$ cat src/rtl/instr_sequencer_pkg.sv
// Shared types and constants for the accumulator-core fetch/execute sequencer.
package instr_sequencer_pkg;

  typedef enum logic [2:0] {IDLE, FETCH, EXEC, MEM_WAIT, HALTED} seq_state_t;

  localparam int kBR_OFF_W = 7;

  // Loads are encoded as MemtoReg == 1; any store or load needs the memory phase.
  function automatic logic is_mem_op(input logic mem_write, input logic [1:0] memtoreg);
    return mem_write || (memtoreg == 2'd1);
  endfunction

endpackage

$ cat src/rtl/instr_sequencer_pc_unit.sv
// Program counter register with next-PC selection: clear, increment or relative branch.
module pc_unit
  import instr_sequencer_pkg::*;
#(
  parameter int PC_W = 10
) (
  input  logic                 CLK,
  input  logic                 RST_n,
  input  logic                 load_zero,
  input  logic                 advance,
  input  logic                 take_branch,
  input  logic [kBR_OFF_W-1:0] offset,
  output logic [PC_W-1:0]      pc
);

  logic signed [PC_W-1:0] off_sx;
  logic [PC_W-1:0]        pc_next;

  assign off_sx = {{(PC_W-kBR_OFF_W){offset[kBR_OFF_W-1]}}, offset};

  // Modulo-2^PC_W arithmetic: wrap in either direction is intentional.
  always_comb begin
    pc_next = pc;
    if (load_zero) begin
      pc_next = '0;
    end else if (advance) begin
      if (take_branch) pc_next = pc + off_sx;
      else             pc_next = pc + PC_W'(1);
    end
  end

  always_ff @(posedge CLK or negedge RST_n) begin
    if (!RST_n) pc <= '0;
    else        pc <= pc_next;
  end

endmodule

$ cat src/rtl/instr_sequencer.sv
// Multi-cycle fetch/execute sequencer: owns IR, PC, commit strobe, data-memory
// handshake and the retired-instruction counter.
module instr_sequencer
  import instr_sequencer_pkg::*;
#(
  parameter int PC_W  = 10,
  parameter int CNT_W = 16
) (
  input  logic             CLK,
  input  logic             RST_n,
  input  logic             start,
  output logic [PC_W-1:0]  imem_addr,
  input  logic [8:0]       imem_data,
  output logic [8:0]       ir,
  input  logic             branch_in,
  input  logic             halt_in,
  input  logic             mem_write_in,
  input  logic [1:0]       memtoreg_in,
  input  logic             cond_flag,
  output logic             mem_req,
  input  logic             mem_ack,
  output logic             commit,
  output logic             done,
  output logic [PC_W-1:0]  pc,
  output logic [CNT_W-1:0] retired
);

  seq_state_t state, state_nxt;
  logic load_zero, advance, take_branch, ir_load, req_set, req_clr, clr_ret;

  pc_unit #(.PC_W(PC_W)) u_pc (
    .CLK         (CLK),
    .RST_n       (RST_n),
    .load_zero   (load_zero),
    .advance     (advance),
    .take_branch (take_branch),
    .offset      (ir[kBR_OFF_W-1:0]),
    .pc          (pc)
  );

  assign imem_addr = pc;
  assign done      = (state == HALTED);

  always_ff @(posedge CLK or negedge RST_n) begin
    if (!RST_n) state <= IDLE;
    else        state <= state_nxt;
  end

  always_comb begin
    state_nxt   = state;
    commit      = 1'b0;
    load_zero   = 1'b0;
    advance     = 1'b0;
    take_branch = 1'b0;
    ir_load     = 1'b0;
    req_set     = 1'b0;
    req_clr     = 1'b0;
    clr_ret     = 1'b0;
    case (state)
      IDLE, HALTED: begin
        if (start) begin
          state_nxt = FETCH;
          load_zero = 1'b1;
          clr_ret   = 1'b1;
        end
      end
      FETCH: begin
        ir_load   = 1'b1;
        state_nxt = EXEC;
      end
      EXEC: begin
        if (halt_in) begin
          state_nxt = HALTED;
        end else if (is_mem_op(mem_write_in, memtoreg_in)) begin
          req_set   = 1'b1;
          state_nxt = MEM_WAIT;
        end else begin
          commit      = 1'b1;
          advance     = 1'b1;
          take_branch = branch_in && cond_flag;
          state_nxt   = FETCH;
        end
      end
      MEM_WAIT: begin
        // Memory instructions never branch, so completion is a plain increment.
        if (mem_ack) begin
          commit    = 1'b1;
          advance   = 1'b1;
          req_clr   = 1'b1;
          state_nxt = FETCH;
        end
      end
      default: state_nxt = IDLE;
    endcase
  end

  always_ff @(posedge CLK or negedge RST_n) begin
    if (!RST_n) begin
      ir      <= '0;
      mem_req <= 1'b0;
      retired <= '0;
    end else begin
      if (ir_load) ir <= imem_data;
      if (req_set)      mem_req <= 1'b1;
      else if (req_clr) mem_req <= 1'b0;
      // Counter saturates rather than wrapping.
      if (clr_ret)                  retired <= '0;
      else if (commit && !(&retired)) retired <= retired + CNT_W'(1);
    end
  end

endmodule

$ cat config.mk
export PLATFORM = sky130hd
export DESIGN_NAME = instr_sequencer
export DESIGN_NICKNAME = d
export VERILOG_FILES = /design/src/rtl/instr_sequencer_pkg.sv /design/src/rtl/instr_sequencer_pc_unit.sv /design/src/rtl/instr_sequencer.sv
export SDC_FILE = /design/constraint.sdc
export NUM_CORES = 1
export LEC_CHECK = 0
export ABC_AREA = 1
export BUFFER_PORTS_ARGS = -buffer_cell sky130_fd_sc_hd__buf_2
export CORE_MARGIN = 2
export CORE_UTILIZATION = 28
export CTS_BUF_LIST = sky130_fd_sc_hd__clkbuf_8
export CTS_CLUSTER_SIZE = 24
export DETAILED_ROUTE_END_ITERATION = 12
export PLACE_DENSITY_LB_ADDON = 0.25
export SLEW_MARGIN = 30
export SYNTH_ARGS = -nofsm -noshare
export SYNTH_HDL_FRONTEND = slang
export SYNTH_HIERARCHICAL = 1
export SYNTH_SLANG_ARGS = --single-unit
$ cat constraint.sdc
create_clock -name CLK -period 2.15 [get_ports CLK]
set_clock_uncertainty 0.05 [all_clocks]
set_input_delay 0.215 -clock CLK [delete_from_list [all_inputs] [get_ports CLK]]
set_output_delay 0.215 -clock CLK [all_outputs]
set_load 0.02 [all_outputs]
==> run_results.csv, run 1 <==
group,metric,value,unit
timing,setup-violations-final,0,
timing,fin_crit,2.11,ns
run,drv_cap,0,
place,gp_congestion,0.813,
worst_setup_path,cpMaxStageDelayCell,"dfrtp_1",
timing,fin_crit_sh,97.9,%
floorplan,die_h,101,um
worst_setup_path,crit_path_end_kind,"register",
grt,grt_start_max_net_pins,21,
worst_setup_path,cp.required,2.29,ns
floorplan,die_area,10100,sq um
route,ant_nets,0,
floorplan,die_x,101,um
synth,syn_area,2620,sq um
route,drcViolationCount,0,
grt,grt_pass1_wl,11200,um
power,p_sw_share,41.3,%
layout,area_growth,34.4,%
cts,cts.clk_slew.worst_paths,0.08,ns
route,wl_per_cell,12.5,um
synth,synth_seq_cells,39,
synth,yosys_warnings,6,
route,drt_iter0_drc,39,
grt,grt_pass1_vias,2350,
synth,avgSynthCellArea,7.47,sq um
synth,syn_nets,380,
hold_path,hp-class,"in -> reg",
worst_setup_path,slowest_delay,0.40,ns
worst_setup_path,startpoint_type,"register",
route,first_pass_iters,4,
power,power.switching,1190,uW
place,place_ws,-0.0970,ns
power,power_frac_clock,19.4,%
cts,clk_path_buf_depth,2,
status,outcome,"finished, final reports clean",
power,power,2870,uW
floorplan,initial_core_util,28.6,%
place,hpwl,5040,um
layout,final_common_cell,"nand2_1",
cts,cts_tree,"built",
cts,clk_latency,0.29,ns
route,wirelength,6840,um
timing,fmax,475,MHz
synth,seq_area_frac_synth,37.3,%
synth,yosysUniqueCellTypes,32,
power,p_seq_share,37.0,%
grt,grt_antenna_before_repair,0,
worst_setup_path,cp.arrival,2.25,ns
power,p_per_area,817,nW/um^2
floorplan,ios,67,
layout,antennaDiodeCount,0,
timing,report.final.slew_viol_count,0,
worst_setup_path,path_delay_family,"simple AND/OR/NAND/NOR gates",
floorplan,placement_rows,35,
timing,hold_violations,0,
worst_setup_path,crit_path_max_fanout,7,
grt,gr-usage-all-layers,14.0,%
power,comb_power_share,43.6,%
worst_setup_path,path_buf_inv,3,
timing,rsz0062_at_grt,"yes",
power,p_int,1680,uW
timing,worst_slew_pin_slew,0.560,ns
power,vdd_drop_max,404,uV
worst_setup_path,path_cells,"inv_2 > nand3_4 > nor2_4 > nand2_2 > nor2_4 > buf_6 > nand2_4 > inv_4 > ha_4 > a21oi_4 > o21a_1 > nand3_1 > nand3_1 > nand2_1",
worst_setup_path,worst-setup-path-type,"reg -> reg",
layout,nets,464,
cts,cts_sinks,39,
floorplan,core_area,9150,sq um
synth,netlist_instances,350,
layout,layout-drive-gt1-share,39.1,%
timing,slew_headroom,62.6,%
route,routed-via-count,2484,
route,detail_route.vias_per_cell,4.55,
power,p_leak,0.00191,uW
layout,final_cell_mix,"103 x nand2_1, 66 x buf_2, 39 x dfrtp_1, 37 x inv_1, 32 x nand3_1",
cts,cts_root_buf,"clkbuf_8",
place,port_buffers,66,
cts,numCtsBuffers,5,
timing,final.setup.worst_slack,0.0449,ns
grt,overflow,0,
cts,h-tree-depth,2,
==> flip-flops by register name, summed over array words and instances, names as in the netlist <==
signal / flops
ir: 9
state: 3
mem_req: 1
retired: 16
u_pc/pc: 10
==> cells by family after synthesis <==
kind of cell	Yosys count	synth area share [%]
compound gates	18	3.92
xor+xnor	8	2.68
fa+ha+maj	11	5.55
buf+inv	60	11.1
flops	39	37.3
mux	9	3.88
simple gates	205	35.5
==> worst register-to-register path: cells and delay by family (launching register included) <==
| family | cells | cell delay, ns |
|---|---|---|
| flops | 1 | 0.40 |
| fa+ha+maj | 1 | 0.22 |
| buf+inv | 3 | 0.30 |
| simple gates | 8 | 0.74 |
| compound gates | 2 | 0.31 |
==> area by class of cell <==
cell class                 instances  area (sq um)
fill                             928          5640
multi-input combinational        251          1580
sequential                        39           976
timing repair buffer              90           529
inverter                          47           189
tap                              111           139
clock buffer                       7          96.3
clock inverter                     1          3.75
==> final timing paths <==
check / from / endpoint / slack, ns / cells after the start
worst max-delay path: state[2] / u_pc/pc[8] / 0.04 / 14
worst min register to register: mem_req / mem_req / 0.43 / 2
max in group asynchronous: RST_n / retired[7] / 1.21 / 3
worst max register to register: state[2] / u_pc/pc[8] / 0.04 / 14
min in group asynchronous: RST_n / ir[7] / 0.36 / 2
worst min-delay path: imem_data[5] / ir[5] / 0.1 / 2
==> through the flow <==
step	cell area [sq um]	instances	utilization, %	setup TNS (ns)	hold WS [ns]
after detailed placement	3110	529	33.9	-0.347	0.172
after CTS	3410	543	37.3	-0.00542	0.0888
after floorplan	2620	350	-	0	-0.131
final	3510	546	38.4	0	0.0969
after global placement	3110	529	33.9	-0.0356	0.171
after global routing	3510	546	38.4	-0.752	0.0868
==> layer usage <==
metal / share of wire [%] / global-route usage (%) / wire (um) / vias up
met2: 50 / 24.5 / 3400 / 53
met3: 3.6 / 2.43 / 247 / 14
met1: 44 / 17.1 / 3020 / 1154
li1: - / - / - / 1263
met5: 0 / 0 / 0 / -
met4: 2.6 / 5.16 / 177 / 0
==> cells in the mapped netlist <==
master	instances	share of area [%]
nand3b_1	2	0.57
nor2_2	6	1.4
nor2_1	25	3.6
o21ai_0	7	1.3
nor3_2	1	0.38
nand2_1	110	16
o21ai_1	1	0.19
o21ai_2	1	0.33
o21a_1	1	0.29
buf_4	10	2.9
buf_6	1	0.43
buf_12	1	0.77
o21bai_1	1	0.29
nand2_2	16	3.8
inv_1	42	6.0
dfrtp_1	39	37
xor2_1	6	2.0
clkbuf_1	1	0.14
nor2_4	1	0.43
mux2_2	9	3.9
inv_6	1	0.33
a22o_1	1	0.33
nand2_8	1	0.77
nand4_1	6	1.4
nand3_1	35	6.7
a21oi_1	6	1.1
xnor2_1	2	0.67
inv_2	4	0.57
ha_1	10	4.8
nor3_1	1	0.19
nand3_2	1	0.38
fa_1	1	0.77
==> power by group through the flow <==
stage / clock network (uW) / registers [uW] / logic, uW
after floorplan: 0 / 1190 / 613
after detailed placement: 0 / 1050 / 1180
after global placement: 0 / 1050 / 1160
after global routing: 614 / 1080 / 1370
after CTS: 581 / 1040 / 1210
final: 557 / 1060 / 1250
==> timing repair <==
action / 4_1_cts / 5_1_grt
endpoints found under the hold margin: 19 / 0
endpoints found under the setup margin: 6 / 9
buffers inserted: 5 / 3
resized for setup: 29 / 21
hold buffers: 1 / 0
pin swaps: 11 / 11
Note: power is estimated with default switching activity, not from simulation.
==> run 2, diff against run 1 <==
- ABC_AREA: 1 -> unset
==> run 2 against run 1 <==
- the flow now finishes with violations (negative setup slack)
- count of clock-buffer cells in the layout down 2
- total power up 6.1%
- core utilization up 1.4 points
- combinational power up 20%
- largest power group unchanged
- first-iteration DRC count up 79%
- global-route usage up 0.069 points
- register-to-register slack worse by 0.27 ns
- sequential share of layout area up 0.26 points
==> run_results.csv, run 2 <==
group,metric,value,unit
status,outcome,"finished, violations left",
status,violations,"negative setup slack",
layout,largest_register_ffs,16,
worst_setup_path,cp.required,2.28,ns
synth,ys.flop_type,"dfrtp_1",
synth,synth_seq_cells,39,
place,gp_congestion,0.832,
grt,grt_antenna_before_repair,0,
timing,slew_headroom,68.3,%
floorplan,placement_rows,34,
synth,netlist_top_cells_area,"dfrtp_1 39%, nand3_1 6.7%, ha_1 4.9%",
synth,async_flop_share,100,%
timing,rsz0062_at_grt,"yes",
worst_setup_path,slowest_delay,0.41,ns
cts,cts_tree,"built",
floorplan,die_h,99.1,um
worst_setup_path,startpoint_type,"register",
floorplan,die_area,9830,sq um
cts,cts_sinks,39,
hold_path,min_from,"imem_data[6]",
floorplan,core_area,8760,sq um
cts,h-tree-depth,2,
route,drt_iter0_drc,70,
synth,syn_area,2530,sq um
grt,gr-usage-all-layers,14.0,%
synth,avgSynthCellArea,9.35,sq um
route,detail_route.vias_per_cell,4.99,
floorplan,ios,67,
grt,overflow,0,
route,wirelength,6640,um
place,place_ws,-0.570,ns
floorplan,die_x,99.1,um
layout,antennaDiodeCount,0,
floorplan,initial_core_util,28.9,%
synth,netlist_instances,271,
worst_setup_path,r2r-start,"state[2]",
power,p_leak,0.00172,uW
timing,fin_crit,2.38,ns
cts,cts_root_buf,"clkbuf_8",
timing,final.setup.worst_slack,-0.230,ns
cts,clk_latency,0.29,ns
synth,yosysUniqueCellTypes,61,
layout,area_growth,37.6,%
layout,final_common_cell,"buf_2",
layout,nets,404,
worst_setup_path,path_buf_inv,1,
layout,final_cell_mix,"65 x buf_2, 47 x buf_4, 38 x dfrtp_1, 34 x nand3_1, 28 x nand2_1",
route,routed-wl-met3,370,um
timing,report.final.slew_viol_count,0,
cts,clk_path_buf_depth,2,
synth,netlist.area_leader.share,38.5,%
place,dp_cells,468,
worst_setup_path,path_delay_family,"compound AO/OA/AOI/OAI gates",
route,met2_wirelength,3240,um
worst_setup_path,worst-setup-path-type,"reg -> reg",
synth,yosysMostFrequentCell,"dfrtp_1",
timing,fmax,420,MHz
route,top_layer_used,"met4",
worst_setup_path,path_cells,"nor2b_4 > and4b_2 > nand2b_1 > ha_2 > inv_2 > fa_2 > nor2b_2 > o31a_1 > o21a_1 > o211ai_2 > o311ai_2",
run,drv_cap,0,
power,p_per_area,873,nW/um^2
worst_setup_path,cpMaxStageDelayCell,"dfrtp_1",
route,first_pass_iters,4,
timing,fin_crit_sh,111,%
layout,final_area,3490,sq um
route,routed-via-count,2412,
layout,layout-drive-gt1-share,45.1,%
cts,cts.clk_slew.worst_paths,0.08,ns
synth,seq_area_frac_synth,38.5,%
power,power,3040,uW
grt,grt_start_max_net_pins,29,
hold_path,hp-class,"in -> reg",
cts,numCtsBuffers,5,
worst_setup_path,crit_path_end_kind,"register",
route,met1_length,2970,um
route,drcViolationCount,0,
layout,top_register,"retired",
worst_setup_path,cp.arrival,2.50,ns
synth,synth_common_cells,"39 x dfrtp_1, 34 x nand3_1, 29 x nand2_1",
route,wl_per_cell,13.8,um
timing,hold_violations,0,
place,placed_area,3230,sq um
synth,synth_edf_count,0,
place,port_buffers,66,
synth,syn_nets,301,
worst_setup_path,crit_path_max_fanout,7,
place,hpwl,4930,um
layout,top_regs,"retired x16, u_pc/pc x10, ir x9",
timing,setup-violations-final,6,
route,ant_nets,0,
grt,grt_pass1_vias,2239,
worst_setup_path,crit_start,"state[2]",
layout,fin_cells,483,
synth,yosys_warnings,6,
power,vdd_drop_max,269,uV
synth,yosysTopAreaCell,"dfrtp_1",
grt,grt_pass1_wl,11200,um
timing,worst_slew_pin_slew,0.474,ns
run 2: cell types whose count changed after synthesis, moves of 4 or more:
cell	change
a21oi_1	+4
and2_1	+7
inv_1	-35
inv_2	-4
mux2i_1	+6
nand2_1	-81
nand2_2	-16
nor2_1	-8
nor2_2	-6
nor2b_1	+4
or3_1	+9
xor2_1	-5
run 2: report_power, final:
| part | leakage (uW) | internal, uW | switching (uW) |
|---|---|---|---|
| combinational | 0.00116 | 662 | 836 |
| clock | 0.0000505 | 219 | 271 |
| sequential | 0.000508 | 905 | 153 |
| total | 0.00172 | 1790 | 1260 |
run 2: layer usage:
layer  track usage [%]  vias up
li1                  -     1195
met2              22.9       63
met5                 0        -
met3              3.16        6
met4              3.27        0
met1              19.1     1148
run 2: layout make-up:
| cell class | instances | area, sq um |
|---|---|---|
| repair buffers | 116 | 739 |
| clock buffers | 5 | 68.8 |
| clock inverters | 3 | 12.5 |
| multi-input cells | 205 | 1530 |
| flip-flops and latches | 39 | 977 |
| well taps | 108 | 135 |
| inverters | 7 | 26.3 |
| fillers | 879 | 5280 |
run 2: worst register-to-register path: cells and delay by family, from the launching register on:
kind	cells	cell delay [ns]
flops	1	0.41
buf+inv	1	0.06
fa+ha+maj	2	0.38
compound gates	4	0.77
simple gates	4	0.60
run 2: path summary, 6_finish.rpt:
check	slack [ns]	cells past startpoint	end
setup / recovery	-0.23	11	u_pc/pc[6]
hold / removal	0.1	2	ir[6]
setup reg to reg	-0.23	11	u_pc/pc[6]
hold reg to reg	0.46	1	ir[8]
max in group asynchronous	1.37	3	retired[0]
min in group asynchronous	0.18	2	ir[5]
run 2: kinds of logic (layout without fill, tap and decap cells):
| family | count (synthesis) | after routing | synth area share, % |
|---|---|---|---|
| and+or+nand+nor | 127 | 127 | 26.9 |
| AOI/OAI and AO/OA | 49 | 49 | 14.9 |
| DFF | 39 | 39 | 38.5 |
| buffers and inverters | 27 | 131 | 6.52 |
| muxes | 15 | 15 | 6.37 |
| adders and majority gates | 11 | 11 | 5.73 |
| xor gates and xnor gates | 3 | 3 | 1.04 |
run 2: through the flow:
step	hold slack (ns)	utilization, %	setup TNS [ns]
global route	0.0955	39.8	-1.95
detailed placement	-0.0392	36.9	-3.55
global placement	-0.0359	36.9	-2.88
CTS	0.0862	38.6	-0.986
finish	0.0977	39.8	-0.931
floorplan	-0.131	-	-1.36
run 2: timing repair:
| action | 4_1_cts | 5_1_grt |
|---|---|---|
| hold buffers | 1 | 0 |
| pin swaps | 6 | 7 |
| setup buffers | 1 | 5 |
| gates resized for setup | 12 | 12 |
| endpoints found under the setup margin | 8 | 10 |
| endpoints found under the hold margin | 39 | 0 |
==> run 3, diff against run 2 <==
--- a/config.mk
+++ b/config.mk
@@ -10,3 +10,3 @@
 export CORE_UTILIZATION = 28
-export CTS_BUF_LIST = sky130_fd_sc_hd__clkbuf_8
+export CTS_BUF_LIST = sky130_fd_sc_hd__clkbuf_16
 export CTS_CLUSTER_SIZE = 24
--- a/constraint.sdc
+++ b/constraint.sdc
@@ -4,2 +4,2 @@
 set_output_delay 0.215 -clock CLK [all_outputs]
-set_load 0.02 [all_outputs]
+set_load 0.1 [all_outputs]
==> run 3 against run 2 <==
- core utilization up 0.057 points
- via count down 2.4%
- sequential share of layout area up 1.4 points
- total power up 44%
- the flow still finishes with violations (negative setup slack)
- count of clock-buffer cells in the layout unchanged
- critical endpoint unchanged
- flip-flop and latch count unchanged
- highest routed layer unchanged
- global-route usage down 0.53 points
==> run_results.csv, run 3 (same netlist as run 2, synthesis figures left out) <==
group,metric,value,unit
timing,report.final.slew_viol_count,0,
layout,top_register,"retired",
timing,rsz0062_at_grt,"yes",
floorplan,core_area,8760,sq um
layout,fin_util,39.8,%
cts,clk_path_buf_depth,2,
floorplan,ios,67,
timing,fin_tns_setup,-0.914,ns
route,drcViolationCount,0,
cts,cts_root_buf,"clkbuf_16",
grt,grt_pass1_wl,10900,um
route,ant_nets,0,
route,drt_iter0_drc,85,
status,violations,"negative setup slack",
worst_setup_path,cp.required,2.25,ns
floorplan,die_x,99.1,um
route,wirelength,6470,um
layout,final_cell_mix,"65 x buf_2, 36 x buf_4, 34 x nand3_1, 27 x nand2_1, 21 x dfrtp_1",
place,port_buffers,66,
layout,final_common_cell,"buf_2",
timing,slew_headroom,65.4,%
hold_path,holdPathStages,2,
timing,timing.hold.ws,0.116,ns
timing,hold_violations,0,
power,p_per_area,1260,nW/um^2
grt,grt_start_max_net_pins,40,
timing,fin_crit,2.40,ns
cts,h-tree-depth,2,
worst_setup_path,r2r_cells,11,
status,outcome,"finished, violations left",
floorplan,placement_rows,34,
worst_setup_path,slowest_delay,0.40,ns
layout,layout-drive-gt1-share,47.4,%
place,gp_congestion,0.762,
cts,cts.clk_slew.worst_paths,0.06,ns
cts,cts_tree,"built",
cts,numCtsBuffers,5,
worst_setup_path,crit_path_max_fanout,6,
worst_setup_path,cpMaxStageDelayCell,"dfrtp_1",
worst_setup_path,crit_path_end_kind,"register",
hold_path,hp-class,"in -> reg",
layout,antennaDiodeCount,0,
cts,clk_latency,0.28,ns
route,detail_route.vias_per_cell,5.00,
run,drv_cap,0,
grt,grt_antenna_before_repair,0,
route,wl_per_cell,13.7,um
worst_setup_path,cp.arrival,2.50,ns
grt,gr-usage-all-layers,13.5,%
timing,setup-violations-final,7,
layout,area_growth,37.8,%
timing,final.setup.worst_slack,-0.247,ns
layout,largest_register_ffs,16,
place,hpwl,4770,um
worst_setup_path,path_cells,"nor2b_4 > and4b_2 > nand2b_1 > ha_2 > inv_2 > fa_2 > nor2b_2 > o31a_1 > o21a_1 > o211ai_2 > o311ai_2",
power,p_leak,0.00165,uW
floorplan,die_area,9830,sq um
route,routed-via-count,2354,
layout,nets,392,
place,placed_area,3250,sq um
floorplan,initial_core_util,28.9,%
timing,fin_crit_sh,111,%
layout,final_area,3490,sq um
worst_setup_path,worst-setup-path-type,"reg -> reg",
power,vdd_drop_max,839,uV
timing,worst_slew_pin_slew,0.520,ns
floorplan,die_h,99.1,um
grt,overflow,0,
cts,cts_sinks,39,
worst_setup_path,startpoint_type,"register",
layout,top_regs,"retired x16, u_pc/pc x10, ir x9",
timing,fmax,417,MHz
grt,grt_pass1_vias,2268,
route,first_pass_iters,4,
==> run 3: cell types whose count changed in the layout (fill, tap and decap cells not counted), moves of 5 or more <==
cell	change
buf_4	-11
dfrtp_2	+5
dfrtp_4	+12
dfrtp_1	-17
clkbuf_8	-5
clkbuf_16	+5
==> run 3: worst paths after layout <==
path,start,end,slack (ns)
setup / recovery,state[2],u_pc/pc[6],-0.25
hold / removal,imem_data[7],ir[7],0.12
setup reg to reg,state[2],u_pc/pc[6],-0.25
hold reg to reg,ir[8],ir[8],0.46
max in group asynchronous,RST_n,retired[6],1.17
min in group asynchronous,RST_n,ir[5],0.49
==> run 3: repair_timing <==
action | in CTS | in global routing
hold buffers | 1 | 0
hold endpoints to repair | 39 | 0
setup buffers | 1 | 1
gates cloned | 0 | 0
setup endpoints to repair | 7 | 10
gates resized for setup | 9 | 8
pin swaps | 3 | 6
==> run 3: area by class of cell <==
cell class / instances / area, sq um
Clock buffer: 5 / 125
Clock inverter: 3 / 16.3
Fill cell: 905 / 5270
Inverter: 7 / 26.3
Multi-Input combinational cell: 205 / 1510
Sequential cell: 39 / 1030
Tap cell: 108 / 135
Timing Repair Buffer: 104 / 646
==> run 3: layer usage <==
layer,GRT usage [%],vias up,part of all wire [%]
li1,-,1164,-
met3,2.32,5,3.8
met1,18.0,1138,46
met4,3.16,0,0.65
met2,22.9,47,49
met5,0,-,0
==> run 3: worst max-delay path: cells and delay by family, from the launching register on <==
family	cells	cell delay [ns]
AO/OA/AOI/OAI	4	0.82
AND/OR/NAND/NOR	4	0.55
flip-flops	1	0.40
adder cells (fa/ha/maj)	2	0.39
buffers and inverters	1	0.06
==> run 3: power by group <==
part	internal [uW]	switching (uW)
logic	631	1940
registers	923	159
clock network	424	301
total	1980	2400
==> run 3: through the flow <==
step                      power [uW]  cells  setup WS (ns)
after floorplan                 3120    271         -0.290
after global placement          3600    460         -0.435
after detailed placement        3610    460         -0.472
after CTS                       4390    470         -0.180
after global routing            4590    471         -0.365
final                           4380    471         -0.247
